**src/rtl/vga_timing_monitor.sv**
```systemverilog
// vga_timing_monitor
// Receive-side checker for a VGA sync stream. Measures line length, hsync
// width, frame height and vsync width on the pixel tick. Compares every frame
// against the expected timing and runs a SEARCH/TRACK/LOCKED state machine.
// Frame and error counters are read back through a simple register read port.
`timescale 1ns/1ps
module vga_timing_monitor #(
  parameter int CNT_W       = 12,
  parameter int EXP_HTOTAL  = 800,
  parameter int EXP_HSYNC   = 96,
  parameter int EXP_VTOTAL  = 525,
  parameter int EXP_VSYNC   = 2,
  parameter int LOCK_FRAMES = 2
) (
  input  logic        S_AXI_ACLK,
  input  logic        S_AXI_ARESETN,   // active-high despite the name
  input  logic        pix_tick,
  input  logic        hsync_in,
  input  logic        vsync_in,
  input  logic        slv_reg_rden,
  input  logic [2:0]  axi_araddr,
  output logic [31:0] rd_data,
  output logic        rd_valid,
  output logic        locked,
  output logic        err_irq
);

  typedef enum logic [1:0] {
    SEARCH = 2'd0,
    TRACK  = 2'd1,
    LOCKED = 2'd2
  } state_t;

  localparam logic [CNT_W-1:0] CNT_MAX = '1;
  localparam logic [CNT_W-1:0] EXP_HT  = CNT_W'(EXP_HTOTAL);
  localparam logic [CNT_W-1:0] EXP_HS  = CNT_W'(EXP_HSYNC);
  localparam logic [CNT_W-1:0] EXP_VT  = CNT_W'(EXP_VTOTAL);
  localparam logic [CNT_W-1:0] EXP_VS  = CNT_W'(EXP_VSYNC);

  // Counters stick at all-ones instead of wrapping.
  function automatic logic [CNT_W-1:0] sat_inc(input logic [CNT_W-1:0] x);
    return (x == CNT_MAX) ? x : x + 1'b1;
  endfunction

  // Synchronisers and edge history
  logic hs_meta_q, hs_sync_q, vs_meta_q, vs_sync_q;
  logic hs_prev_q, vs_prev_q;

  // Measurements
  logic [CNT_W-1:0] hcnt_q, hlow_q, meas_htotal_q, meas_hsync_q;
  logic [CNT_W-1:0] vline_q, vlow_q, meas_vtotal_q, meas_vsync_q;
  logic             armed_q;

  // FSM and counters
  state_t      state_q, state_d;
  logic [3:0]  good_cnt_q, good_cnt_d;
  logic [15:0] frame_cnt_q, err_cnt_q;
  logic        err_evt, frame_inc, timeout, frame_good;
  logic        err_irq_q, rd_valid_q;
  logic [31:0] rd_data_q, rd_mux;

  logic hs_fall, hs_rise, vs_fall, vs_rise, err_clr;
  logic [CNT_W-1:0] vtotal_new;

  // hsync edges only count on a pixel tick; vsync is sampled at hsync falls.
  assign hs_fall    = pix_tick &  hs_prev_q & ~hs_sync_q;
  assign hs_rise    = pix_tick & ~hs_prev_q &  hs_sync_q;
  assign vs_fall    = hs_fall  &  vs_prev_q & ~vs_sync_q;
  assign vs_rise    = hs_fall  & ~vs_prev_q &  vs_sync_q;
  assign vtotal_new = sat_inc(vline_q);
  assign timeout    = armed_q & (hcnt_q == CNT_MAX);
  assign err_clr    = slv_reg_rden & (axi_araddr == 3'd6);
  assign frame_good = (meas_htotal_q == EXP_HT) && (meas_hsync_q == EXP_HS) &&
                      (vtotal_new == EXP_VT) && (meas_vsync_q == EXP_VS);

  // Two-flop synchronisers; idle level of both syncs is high.
  always_ff @(posedge S_AXI_ACLK or posedge S_AXI_ARESETN) begin
    if (S_AXI_ARESETN) begin
      hs_meta_q <= 1'b1;
      hs_sync_q <= 1'b1;
      vs_meta_q <= 1'b1;
      vs_sync_q <= 1'b1;
    end else begin
      hs_meta_q <= hsync_in;
      hs_sync_q <= hs_meta_q;
      vs_meta_q <= vsync_in;
      vs_sync_q <= vs_meta_q;
    end
  end

  // Horizontal measurement: line length between hsync falls, hsync low width.
  always_ff @(posedge S_AXI_ACLK or posedge S_AXI_ARESETN) begin
    if (S_AXI_ARESETN) begin
      hs_prev_q     <= 1'b1;
      hcnt_q        <= '0;
      hlow_q        <= '0;
      meas_htotal_q <= '0;
      meas_hsync_q  <= '0;
    end else if (pix_tick) begin
      hs_prev_q <= hs_sync_q;
      if (hs_fall) begin
        meas_htotal_q <= sat_inc(hcnt_q);
        hcnt_q        <= '0;
      end else begin
        hcnt_q <= sat_inc(hcnt_q);
      end
      if (hs_rise) begin
        meas_hsync_q <= hlow_q;
        hlow_q       <= '0;
      end else if (!hs_sync_q) begin
        hlow_q <= sat_inc(hlow_q);
      end
    end
  end

  // Vertical measurement in lines; the capturing hsync edge counts as a line.
  always_ff @(posedge S_AXI_ACLK or posedge S_AXI_ARESETN) begin
    if (S_AXI_ARESETN) begin
      vs_prev_q     <= 1'b1;
      vline_q       <= '0;
      vlow_q        <= '0;
      meas_vtotal_q <= '0;
      meas_vsync_q  <= '0;
    end else if (hs_fall) begin
      vs_prev_q <= vs_sync_q;
      if (vs_fall) begin
        meas_vtotal_q <= vtotal_new;
        vline_q       <= '0;
      end else begin
        vline_q <= vtotal_new;
      end
      if (vs_rise) begin
        meas_vsync_q <= vlow_q;
        vlow_q       <= '0;
      end else if (!vs_sync_q) begin
        vlow_q <= sat_inc(vlow_q);
      end
    end
  end

  // Loss-of-hsync detector fires once, re-armed by the next hsync fall.
  always_ff @(posedge S_AXI_ACLK or posedge S_AXI_ARESETN) begin
    if (S_AXI_ARESETN)  armed_q <= 1'b1;
    else if (hs_fall)   armed_q <= 1'b1;
    else if (timeout)   armed_q <= 1'b0;
  end

  // Lock FSM next-state: timeout beats any frame decision in the same cycle.
  always_comb begin
    state_d    = state_q;
    good_cnt_d = good_cnt_q;
    err_evt    = 1'b0;
    frame_inc  = 1'b0;
    if (timeout) begin
      state_d    = SEARCH;
      good_cnt_d = 4'd0;
      err_evt    = 1'b1;
    end else if (vs_fall) begin
      case (state_q)
        SEARCH: begin
          state_d    = TRACK;
          good_cnt_d = 4'd0;
        end
        TRACK: begin
          frame_inc = 1'b1;
          if (frame_good) begin
            good_cnt_d = good_cnt_q + 4'd1;
            if (good_cnt_q + 4'd1 == 4'(LOCK_FRAMES)) state_d = LOCKED;
          end else begin
            good_cnt_d = 4'd0;
            err_evt    = 1'b1;
          end
        end
        LOCKED: begin
          frame_inc = 1'b1;
          if (!frame_good) begin
            state_d    = TRACK;
            good_cnt_d = 4'd0;
            err_evt    = 1'b1;
          end
        end
        default: begin
          state_d    = SEARCH;
          good_cnt_d = 4'd0;
        end
      endcase
    end
  end

  // FSM state, frame/error counters; an error increment beats clear-on-read.
  always_ff @(posedge S_AXI_ACLK or posedge S_AXI_ARESETN) begin
    if (S_AXI_ARESETN) begin
      state_q     <= SEARCH;
      good_cnt_q  <= 4'd0;
      frame_cnt_q <= 16'd0;
      err_cnt_q   <= 16'd0;
      err_irq_q   <= 1'b0;
    end else begin
      state_q    <= state_d;
      good_cnt_q <= good_cnt_d;
      err_irq_q  <= err_evt;
      if (frame_inc) frame_cnt_q <= frame_cnt_q + 16'd1;
      if (err_evt) begin
        if (err_clr)                    err_cnt_q <= 16'd1;
        else if (err_cnt_q != 16'hFFFF) err_cnt_q <= err_cnt_q + 16'd1;
      end else if (err_clr) begin
        err_cnt_q <= 16'd0;
      end
    end
  end

  // Register map decode.
  always_comb begin
    rd_mux = 32'd0;
    case (axi_araddr)
      3'd0:    rd_mux = {27'd0, good_cnt_q[2:0], state_q};
      3'd1:    rd_mux = 32'(meas_htotal_q);
      3'd2:    rd_mux = 32'(meas_hsync_q);
      3'd3:    rd_mux = 32'(meas_vtotal_q);
      3'd4:    rd_mux = 32'(meas_vsync_q);
      3'd5:    rd_mux = {16'd0, frame_cnt_q};
      3'd6:    rd_mux = {16'd0, err_cnt_q};
      default: rd_mux = 32'd0;
    endcase
  end

  // Read port: data registered one cycle after the strobe and held.
  always_ff @(posedge S_AXI_ACLK or posedge S_AXI_ARESETN) begin
    if (S_AXI_ARESETN) begin
      rd_data_q  <= 32'd0;
      rd_valid_q <= 1'b0;
    end else begin
      rd_valid_q <= slv_reg_rden;
      if (slv_reg_rden) rd_data_q <= rd_mux;
    end
  end

  assign rd_data  = rd_data_q;
  assign rd_valid = rd_valid_q;
  assign err_irq  = err_irq_q;
  assign locked   = (state_q == LOCKED);

endmodule

```
**config.mk**
```make
export PLATFORM = sky130hd
export DESIGN_NAME = vga_timing_monitor
export DESIGN_NICKNAME = d
export VERILOG_FILES = /design/src/rtl/vga_timing_monitor.sv
export SDC_FILE = /design/constraint.sdc
export NUM_CORES = 1
export LEC_CHECK = 0
export CORE_ASPECT_RATIO = 0.75
export CORE_MARGIN = 2
export CORE_UTILIZATION = 40
export CTS_BUF_LIST = sky130_fd_sc_hd__clkbuf_8
export DETAILED_ROUTE_END_ITERATION = 12
export PLACE_DENSITY_LB_ADDON = 0.1
export SLEW_MARGIN = 20
export SYNTH_ARGS = -nofsm -noshare
export SYNTH_HDL_FRONTEND = slang
export SYNTH_SLANG_ARGS = --single-unit
```
**constraint.sdc**
```tcl
create_clock -name S_AXI_ACLK -period 12.88 [get_ports S_AXI_ACLK]
set_clock_uncertainty 0.05 [all_clocks]
set_input_delay 1.932 -clock S_AXI_ACLK [delete_from_list [all_inputs] [get_ports S_AXI_ACLK]]
set_output_delay 1.932 -clock S_AXI_ACLK [all_outputs]
set_load 0.01 [all_outputs]
```
==> flow_summary.ini <==
[clocking]
path_clk_slew_ns = 0.09
clk_latency_ns = 0.45
root_buffer = clkbuf_8
ctsHoldBuffers = 0
htree_num_levels = 4
clockBufferDepth = 2
cts_num_sinks = 159
post_cts_resized = 0
cts_buffers = 17
postCtsSetupBuffers = 0
cts_tree = done

[layout]
fin_cells = 1182
nets = 908
design_area_sq_um = 9260
drive_gt1_frac = 0.0933
antenna_cells = 0
post-route-util = 0.453
area_growth_pct = 10.3

[sta]
slew_violations = 0
setup_tns_ns = 0
finalCritPeriodShare = 0.371
hold_violations = 0
rsz0062_at_grt = false
final.min_clock_period_ns = 4.78
maxSlewHeadroom = 0.271
max_freq_ghz = 0.209
tightest_slew_ns = 1.09
setup_viol = 0

[pwr]
peakVddDrop_mv = 0.0755
p_sw_frac = 0.295
pwr-share-comb = 0.152
p_int_uw = 858
p_switching_uw = 360
leakage_uw = 0.00397
p_clk_frac = 0.329
seqPwrFrac = 0.519
p_total_uw = 1220
power.density_nw_per_um2 = 132

[floorplanning]
ios = 44
start_util = 0.411
dieArea_sq_um = 22200
die_h_um = 129
num_rows = 45
core_area_sq_um = 20400
die_w_um = 171

[setup_path]
max_stage_delay_ns = 1.00
endpoint_kind = flip-flop
cp.required_ns = 13.19
cp_data_arrival_time_ns = 5.09
worst-path-stages = 8
r2r_slack_ns = 9.13
crit_buf_inv = 2
setup.worst_path.start_class = input port
r2r-end = err_cnt_q[1]
reg2regPathDepth = 8
cp_top_family = buffers and inverters
crit_type = input port to flip-flop
slowest_stage = clkdlybuf4s50_1
r2r_start = vline_q[0]
path_cells = clkdlybuf4s50_1 -> and3b_1 -> buf_4 -> nand4_1 -> a31oi_1 -> o31ai_4 -> or4_1 -> a21oi_1
worstPathMaxFanout = 28

[routing]
drc = 0
drt-wirelength-per-cell_um = 18.3
met1_length_um = 11300
wl_met3_um = 873
route.met2.wl_um = 9140
drt-initial-drc-count = 530
vias = 6553
top_layer_used = met4
drt-total-wl_um = 21600
ant_nets = 0
first_pass_iters = 5
drt-vias-per-instance = 5.54

[yosys]
synth_edf_count = 0
synth_compound_area_frac = 0.150
yosysMostFrequentCell = dfrtp_1
ys_top_cells_by_count = dfrtp_1, nand2_1, o21ai_0
synth_cell_types = 66
synth_top_area_share = 0.453
async_flop_share = 1.00
synthCells = 885
synth_ff_type = dfrtp_1
synth.area.mux_share = 0.0639
synth_area_leader_cell = dfrtp_1
synth_area_leaders = dfrtp_1, nand2_1, o21ai_0
ys_ff_latch = 159
syn_area_sq_um = 8400
synth_fa_ha_area_frac = 0.0164
yosysSeqAreaShare = 0.475
synth_top_family_by_area = simple AND/OR/NAND/NOR gates
avgSynthCellArea_sq_um = 9.49
yosysWarnings = 0
synth_simple_gate_area_frac = 0.194
synth_xor_area_frac = 0.0480

[placed_design]
hpwl_um = 15400
dp.cells = 1151
placed_cell_area_sq_um = 8830
port_buffers = 27
place.gp.congestion = 0.871

[global_route]
grtUsageTotal = 0.205
grt_pass1_wl_um = 34800
grt_pass1_vias = 6214
grt_start_max_net_pins = 87
grt-ovfl-total = 0
antenna_found_initial = 0

[worst_hold_path]
min_to = hs_sync_q
hold_start = hs_meta_q
min_delay_path_depth = 0
worstHoldPathType = flip-flop to flip-flop

[run_status]
status = completed

[run]
max-cap-violations = 0
-- power groups by stage --
stage               registers (uW)  clock network [uW]  logic (uW)
floorplan                      611                   0         141
global placement               638                   0         181
detailed placement             640                   0         185
CTS                            630                 411         186
global route                   641                 433         210
finish                         632                 401         185
-- worst max-delay path by stage --
stage                        from           end  slack [ns]
floorplan           S_AXI_ARESETN  err_cnt_q[0]        6.62
global placement         pix_tick  err_cnt_q[5]        7.79
detailed placement       pix_tick  err_cnt_q[5]        7.68
CTS                      pix_tick  err_cnt_q[5]        8.13
global route             pix_tick  err_cnt_q[5]        7.86
finish                   pix_tick  err_cnt_q[5]        8.10
-- per-stage QoR --
stage	hold slack [ns]	worst slack (ns)
finish	0.312	8.10
global route	0.315	7.86
CTS	0.313	8.13
detailed placement	0.300	7.68
global placement	0.299	7.79
floorplan	0.295	6.62
-- placed cells by master (no fill, tap or decap), drive strengths merged, types with 7 or more instances in the layout --
cell type | netlist | layout
and3 | 16 | 16
o22ai | 13 | 13
inv | 31 | 32
nor2b | 7 | 7
mux2 | 23 | 23
clkbuf | 40 | 22
ha | 11 | 11
mux2i | 21 | 21
conb | 1 | 16
or3 | 17 | 17
nor3 | 12 | 12
o21ai | 66 | 66
nand3 | 42 | 42
xnor2 | 27 | 27
dfrtp | 152 | 152
nand2b | 7 | 7
nand2 | 114 | 114
nor4 | 7 | 7
dfstp | 7 | 7
buf | 26 | 8
nand4 | 22 | 22
a22oi | 7 | 7
xor2 | 19 | 19
a21oi | 45 | 45
a31oi | 11 | 11
nor2 | 55 | 55
a221oi | 7 | 7
and4 | 9 | 9
clkdlybuf4s50 | 0 | 27
a211o | 7 | 7
-- final cells by class --
class	count	area (sq um)
inverter	31	121
timing repair buffer	35	330
tap	282	353
fill	1975	11200
clock buffer	22	303
clock inverter	9	133
multi-input combinational	644	4040
sequential	159	3990
-- cells by family (layout without fill, tap and decap cells) --
family,count (synthesis),in the layout
simple gates,327,327
compound gates,197,197
flops,159,159
buf+inv,97,97
mux,47,47
xor+xnor,46,46
fa+ha+maj,11,11
other cells,1,16
-- worst reg2reg max path: cells and delay by family, from the launching register on --
| kind | cells | cell delay (ns) |
|---|---|---|
| simple gates | 3 | 1.01 |
| compound gates | 3 | 1.41 |
| mux | 1 | 0.27 |
| flops | 1 | 0.57 |
| fa+ha+maj | 1 | 0.31 |
-- routing by layer --
layer  global-route usage  up-vias
li1                     -     3155
met1                0.316     3253
met2                0.293      127
met3               0.0400       18
met4               0.0494        0
met5                    0        -
Power figures use the tool's default switching activity.
